### config.mk
export PLATFORM = sky130hd
export DESIGN_NAME = instr_fetch_buffer
export DESIGN_NICKNAME = d
export VERILOG_FILES = /design/src/rtl/instr_fetch_buffer.sv
export SDC_FILE = /design/constraint.sdc
export NUM_CORES = 2
export LEC_CHECK = 0
export ABC_CLOCK_PERIOD_IN_PS = 3950
export CORE_UTILIZATION = 45
export DETAILED_ROUTE_END_ITERATION = 6
export DONT_BUFFER_PORTS = 1
export PLACE_DENSITY = 0.6
export SETUP_SLACK_MARGIN = 0.05
export SLEW_MARGIN = 5
export SYNTH_ARGS = -nofsm -noshare
export SYNTH_HDL_FRONTEND = slang
export SYNTH_SLANG_ARGS = --single-unit
### constraint.sdc
create_clock -name clk -period 3.95 [get_ports clk]
set_input_delay 0.1975 -clock clk [delete_from_list [all_inputs] [get_ports clk]]
set_output_delay 0.1975 -clock clk [all_outputs]
set_load 0.02 [all_outputs]
### src/rtl/instr_fetch_buffer.sv
// instr_fetch_buffer: accepts PC requests over valid/ready, reads a synchronous
// program memory and queues {word, pc} in an in-order FIFO for the decoder.
// Single-cycle flush drops buffered and in-flight fetches.
// Optional: define IFETCH_STALL_CNT_EN to add the stall_cnt output, a
// saturating count of cycles where the decoder is ready but starved.
module instr_fetch_buffer #(
    parameter int ADDR_W = 6,
    parameter int DATA_W = 32,
    parameter int DEPTH  = 2
) (
    input  logic                         clk,
    input  logic                         rst,
    input  logic [ADDR_W-1:0]            pc_addr,
    input  logic                         pc_valid,
    output logic                         pc_ready,
    input  logic                         flush,
    input  logic                         prog_we,
    input  logic [ADDR_W-1:0]            prog_addr,
    input  logic [DATA_W-1:0]            prog_data,
    output logic [DATA_W-1:0]            instr_data,
    output logic [ADDR_W-1:0]            instr_pc,
    output logic                         instr_valid,
    input  logic                         instr_ready,
    output logic [$clog2(DEPTH+1)-1:0]   occupancy
`ifdef IFETCH_STALL_CNT_EN
    ,
    output logic [15:0]                  stall_cnt
`endif
);

    localparam int CNT_W = $clog2(DEPTH + 1);
    localparam int PTR_W = $clog2(DEPTH);

    logic [DATA_W-1:0] mem [2**ADDR_W];

    // p1: word read from memory plus the PC it belongs to
    logic              vld_p1;
    logic [DATA_W-1:0] word_p1;
    logic [ADDR_W-1:0] pc_p1;

    // p2: FIFO storage; the head is mirrored into the registered outputs
    logic [DATA_W-1:0] fifo_data [DEPTH];
    logic [ADDR_W-1:0] fifo_pc   [DEPTH];
    logic [PTR_W-1:0]  wr_ptr;
    logic [PTR_W-1:0]  rd_ptr;

    logic              accept;
    logic              push;
    logic              pop;
    logic [CNT_W:0]    demand;
    logic [CNT_W-1:0]  occ_after_pop;
    logic [CNT_W-1:0]  occ_next;
    logic [PTR_W-1:0]  rd_next;

`ifdef IFETCH_STALL_CNT_EN
    function automatic logic [15:0] sat_inc16(input logic [15:0] v);
        return (v == 16'hFFFF) ? v : v + 16'd1;
    endfunction
`endif

    // Space check counts the in-flight word and credits a pop happening now.
    assign demand   = (CNT_W+1)'(occupancy) + (CNT_W+1)'(vld_p1)
                    - (CNT_W+1)'(instr_valid & instr_ready);
    assign pc_ready = !rst && !flush && (demand < (CNT_W+1)'(DEPTH));

    assign accept        = pc_valid & pc_ready;
    assign push          = vld_p1 & !flush;
    assign pop           = instr_valid & instr_ready & !flush;
    assign occ_after_pop = occupancy - CNT_W'(pop);
    assign occ_next      = occ_after_pop + CNT_W'(push);
    assign rd_next       = rd_ptr + PTR_W'(pop);

    // p0 -> p1: program memory, write port and read-before-write sync read
    always_ff @(posedge clk) begin
        if (prog_we)
            mem[prog_addr] <= prog_data;
        if (accept) begin
            word_p1 <= mem[pc_addr];
            pc_p1   <= pc_addr;
        end
    end

    // In-flight flag: set by an accept, otherwise cleared after the return edge
    always_ff @(posedge clk) begin
        if (rst)
            vld_p1 <= 1'b0;
        else if (flush)
            vld_p1 <= 1'b0;
        else
            vld_p1 <= accept;
    end

    // p1 -> p2: returned word is written at the FIFO tail
    always_ff @(posedge clk) begin
        if (push) begin
            fifo_data[wr_ptr] <= word_p1;
            fifo_pc[wr_ptr]   <= pc_p1;
        end
    end

    // FIFO control and registered head outputs
    always_ff @(posedge clk) begin
        if (rst) begin
            wr_ptr      <= '0;
            rd_ptr      <= '0;
            occupancy   <= '0;
            instr_valid <= 1'b0;
            instr_data  <= '0;
            instr_pc    <= '0;
        end else if (flush) begin
            wr_ptr      <= '0;
            rd_ptr      <= '0;
            occupancy   <= '0;
            instr_valid <= 1'b0;
        end else begin
            if (push)
                wr_ptr <= wr_ptr + PTR_W'(1);
            rd_ptr      <= rd_next;
            occupancy   <= occ_next;
            instr_valid <= (occ_next != '0);
            // Empty-after-pop FIFO receiving a push: the new word bypasses to the head
            if (push && (occ_after_pop == '0)) begin
                instr_data <= word_p1;
                instr_pc   <= pc_p1;
            end else if (occ_after_pop != '0) begin
                instr_data <= fifo_data[rd_next];
                instr_pc   <= fifo_pc[rd_next];
            end
        end
    end

`ifdef IFETCH_STALL_CNT_EN
    // Decoder-starved cycle counter; survives flush, cleared by reset only
    always_ff @(posedge clk) begin
        if (rst)
            stall_cnt <= '0;
        else if (instr_ready && !instr_valid)
            stall_cnt <= sat_inc16(stall_cnt);
    end
`endif

endmodule

==> results.md <==
* CTS HTree Levels at 4
* Cell taking the most area after synthesis: sky130_fd_sc_hd__edfxtp_1
* Startpoint type of the worst setup path: register
* Register clock-pin slew on the reported worst setup and hold paths at roughly 0.06 ns
* Post-DR vias/cell at around 6
* Count of different cell masters after synthesis at 44
* Proportion of synthesized chip area in sequential cells at about four fifths
* Final WL at about 220,000 um
* Post-Synthesis Cells at around 3.9k
* I/O pin total at about 90
* Ratio of cells with drive above 1 in the final layout at 24.4%
* Port bufs at 0
* Number of hold-slack violations in the final timing report at 0
* Number of antenna violations at the first check in global routing at 20
* Drt drc at 0
* Per-cell routed wire length at 32.6 um
* Highest ir drop seen on vdd at 0.000495 V
* Starting Density at 45.2%
* Global-route wire length before repair at a little over 300,000 um
* Leading post-synthesis cells by cell area: sky130_fd_sc_hd__edfxtp_1 (77%), sky130_fd_sc_hd__mux4_2 (13%), sky130_fd_sc_hd__mux2i_1 (1.1%)
* Core Region at between 150,000 and 200,000 um^2
* Detail Placement HPWL at roughly 120,000 um
* Data required time of the worst path at 4.76 ns
* Clock Tree Root: sky130_fd_sc_hd__clkbuf_16
* Routability-driven placement congestion ratio at around 0.81
* Start of the worst register-to-register path: instr_valid
* Number of clock sinks seen by CTS at about 2.2k
* Ys async rst share at 0%
* Number of buffers created by CTS at ~220
* Total of cells resized after clock tree synthesis at 0
* Min Hold Slack at about 0.056 ns
* Synthesis Warnings at 0
* X dimension of the die at roughly 430 um
* Total nets after synthesis at 3,917
* Arrival @ worst endpoint at between 3 and 4 ns
* Buffer count from post-CTS setup fixing at 0
* Fin crit share at between 70 and 80%
* Portion of total power attributed to combinational logic at around 4.1%
* Aggregate negative setup slack at 0 ns
* Post-synth top flop: sky130_fd_sc_hd__edfxtp_1
* Mean area per synthesized cell at 21.7 um^2
* Final Util at roughly 52%
* Pre-CTS WS at ~1.1 ns
* Count of pins over their slew limit at 173
* Leakage power at just under 30 nW
* Clock tree skew after final layout at between 0.03 and 0.04 ns
* Max-capacitance violation count at 0
* Shortest period the worst path allows at approximately 3.2 ns
* Via count at slightly above 40k
* Synth-to-Final Area Change at 14.5%
* Share of total power in sequential cells at about 53%
* First-iteration detailed-routing DRC count at around 5.1k
* Total of endpoints with negative setup slack in the final report at 0
* Violated checks: max-slew violations
* RSZ-0062 raised after global routing: no
* Maximum number of pins on one net before global-route repair at 528
* Actual slew at the worst max-slew pin at ~1.7 ns
* Clock network power share at about 43%
* Area of the die at 188,000 um^2
* Switching portion of total power at roughly a fifth
* Post-layout nets at between 4k and 5k
* Rows at 158
* Power Density at slightly above 500 nW/um^2
* Die Y-Extent at 434 um
* Maximum number of buffers from clock root to sink at 3
* Clock latency of the later-clocked register in the worst-skew pair at just under 0.9 ns
* Overall global routing resource usage at a little under a quarter
* Switching power at slightly above 10 mW
* Internal Pwr Total at 38.9 mW
* DRT Pass-1 Iters at 5
* Class of the worst hold path: primary input to register
* Status: finished with violations
* CTS tree: built
* Slew HR at -15.4%
* Detail Route Antenna Nets at 0
* Startpoint of the most critical setup path: instr_valid
* Number of flip-flops and latches in the synthesized netlist at around 2.2k
* Hold_buf cts at 88
* Highest attainable clock frequency at about 320 MHz
* Via count of the first global-routing pass at a little over 40k
* Capturing element type of the critical path: register
* Slack of the critical path at between 0.7 and 0.8 ns
* Number of flops mapped to enable cells by yosys at roughly 2.2k
* Total congestion overflow at 0
* Worst hold path startpoint: pc_addr[4]
* Share of the synthesized area in the top cell type at between 70 and 80%
* CP Max Fanout at 28
* Mapped cell area at 83,800 um^2
* Type of the setup path with the least slack: register to register
[per-layer routing]
layer	GRT usage, %	share of wire, %
met5	0	0.035
met4	5.68	2.1
met3	5.07	8.7
met2	38.2	49
met1	32.9	40
[layout by cell type, fill, tap and decap left out, types with 9 or more instances in the layout]
cell / n
sky130_fd_sc_hd__edfxtp_1: 2162
sky130_fd_sc_hd__mux4_2: 482
sky130_fd_sc_hd__clkbuf_16: 220
sky130_fd_sc_hd__nand2_1: 217
sky130_fd_sc_hd__buf_4: 101
sky130_fd_sc_hd__mux2i_1: 89
sky130_fd_sc_hd__a22oi_1: 69
sky130_fd_sc_hd__nor2_4: 67
sky130_fd_sc_hd__nand3_1: 62
sky130_fd_sc_hd__o22ai_1: 57
sky130_fd_sc_hd__nand4_1: 55
sky130_fd_sc_hd__dlygate4sd3_1: 52
sky130_fd_sc_hd__clkinv_1: 51
sky130_fd_sc_hd__clkinv_2: 49
sky130_fd_sc_hd__a21oi_1: 48
sky130_fd_sc_hd__o221ai_1: 44
sky130_fd_sc_hd__dfxtp_1: 44
sky130_fd_sc_hd__a32o_1: 38
sky130_fd_sc_hd__clkbuf_1: 36
sky130_fd_sc_hd__buf_16: 35
sky130_fd_sc_hd__and3_1: 30
sky130_fd_sc_hd__bufinv_16: 28
sky130_fd_sc_hd__nor2b_1: 23
sky130_fd_sc_hd__nor2_1: 21
sky130_fd_sc_hd__a211oi_1: 18
sky130_fd_sc_hd__o21ai_0: 11
sky130_fd_sc_hd__a221oi_1: 10
sky130_fd_sc_hd__buf_12: 10
sky130_fd_sc_hd__nand2b_1: 9
sky130_fd_sc_hd__a211o_1: 9
sky130_fd_sc_hd__nor3_1: 9
[synthesized netlist by cell type, drive strengths merged (5+ instances only)]
| cell | n |
|---|---|
| o31ai | 5 |
| nor3 | 10 |
| dfxtp | 44 |
| inv | 5 |
| a211o | 9 |
| nor2 | 89 |
| o221ai | 44 |
| nand4 | 55 |
| clkbuf | 102 |
| nand2 | 217 |
| a221oi | 10 |
| nand3b | 6 |
| edfxtp | 2162 |
| a21oi | 48 |
| a22oi | 69 |
| nor2b | 27 |
| buf | 122 |
| a221o | 5 |
| o21ai | 14 |
| a32o | 38 |
| nand2b | 9 |
| o22ai | 57 |
| and2 | 7 |
| mux4 | 482 |
| a211oi | 23 |
| mux2i | 89 |
| and3 | 30 |
| nand3 | 62 |
[cells by family after synthesis]
group / count (synthesis) / share of synthesized area [%]
AO/OA/AOI/OAI: 326 / 2.91
XOR/XNOR: 6 / 0.0627
flip-flops: 2206 / 78.5
adder cells (fa/ha/maj): 4 / 0.0687
buffers and inverters: 229 / 1.54
AND/OR/NAND/NOR: 521 / 2.89
multiplexers: 571 / 14.0
[sequential cells by signal (all words and copies together), names as in the netlist]
signal,count
fifo_data,64
fifo_pc,12
instr_data,32
instr_pc,6
instr_valid,1
mem,2048
occupancy,2
pc_p1,6
rd_ptr,1
vld_p1,1
word_p1,32
wr_ptr,1
[worst max-delay path, cell delays in order (launching register included)]
cell and delay, ns:
sky130_fd_sc_hd__dfxtp_1 0.39, sky130_fd_sc_hd__nand3b_1 0.31, sky130_fd_sc_hd__inv_1 0.08, sky130_fd_sc_hd__ha_1 0.20, sky130_fd_sc_hd__xnor2_1 0.30, sky130_fd_sc_hd__nand3_1 0.45
sky130_fd_sc_hd__buf_4 0.42, sky130_fd_sc_hd__a32o_1 0.27, sky130_fd_sc_hd__a21oi_1 0.13, sky130_fd_sc_hd__dlygate4sd3_1 0.56
[through the flow]
step | cells | total power, mW | instance area, um^2
CTS | 6726 | 49.3 | 95900
global placement | 6229 | 27.8 | 87100
floorplan | 3863 | 27.7 | 83800
finish | 6732 | 49.0 | 96000
detailed placement | 6229 | 27.8 | 87100
global route | 6728 | 50.3 | 95900
[power by group through the flow]
stage | combinational, mW | clock [mW] | sequential, mW
floorplan | 1.22 | 0 | 26.4
global placement | 1.37 | 0 | 26.5
detailed placement | 1.38 | 0 | 26.5
CTS | 1.96 | 21.4 | 26.0
global route | 2.06 | 22.3 | 26.0
finish | 1.99 | 21.1 | 26.0
[path summary, 6_finish.rpt]
check,endpoint,slack [ns],cells after the start
hold reg to reg,fifo_pc[0][0],0.47,0
hold / removal,word_p1[1],0.06,3
setup / recovery,instr_data[15],0.80,9
setup reg to reg,instr_data[15],0.80,9
[cell type report]
type	instances	area (um^2)
fill	14400	89300
sequential	2206	65800
multi-input combinational	1428	17300
clock buffer	259	5680
tap	2480	3100
timing repair buffer	198	2440
clock inverter	150	1620
inverter	5	18.8
antenna	6	15.0
Power figures use the tool's default switching activity.
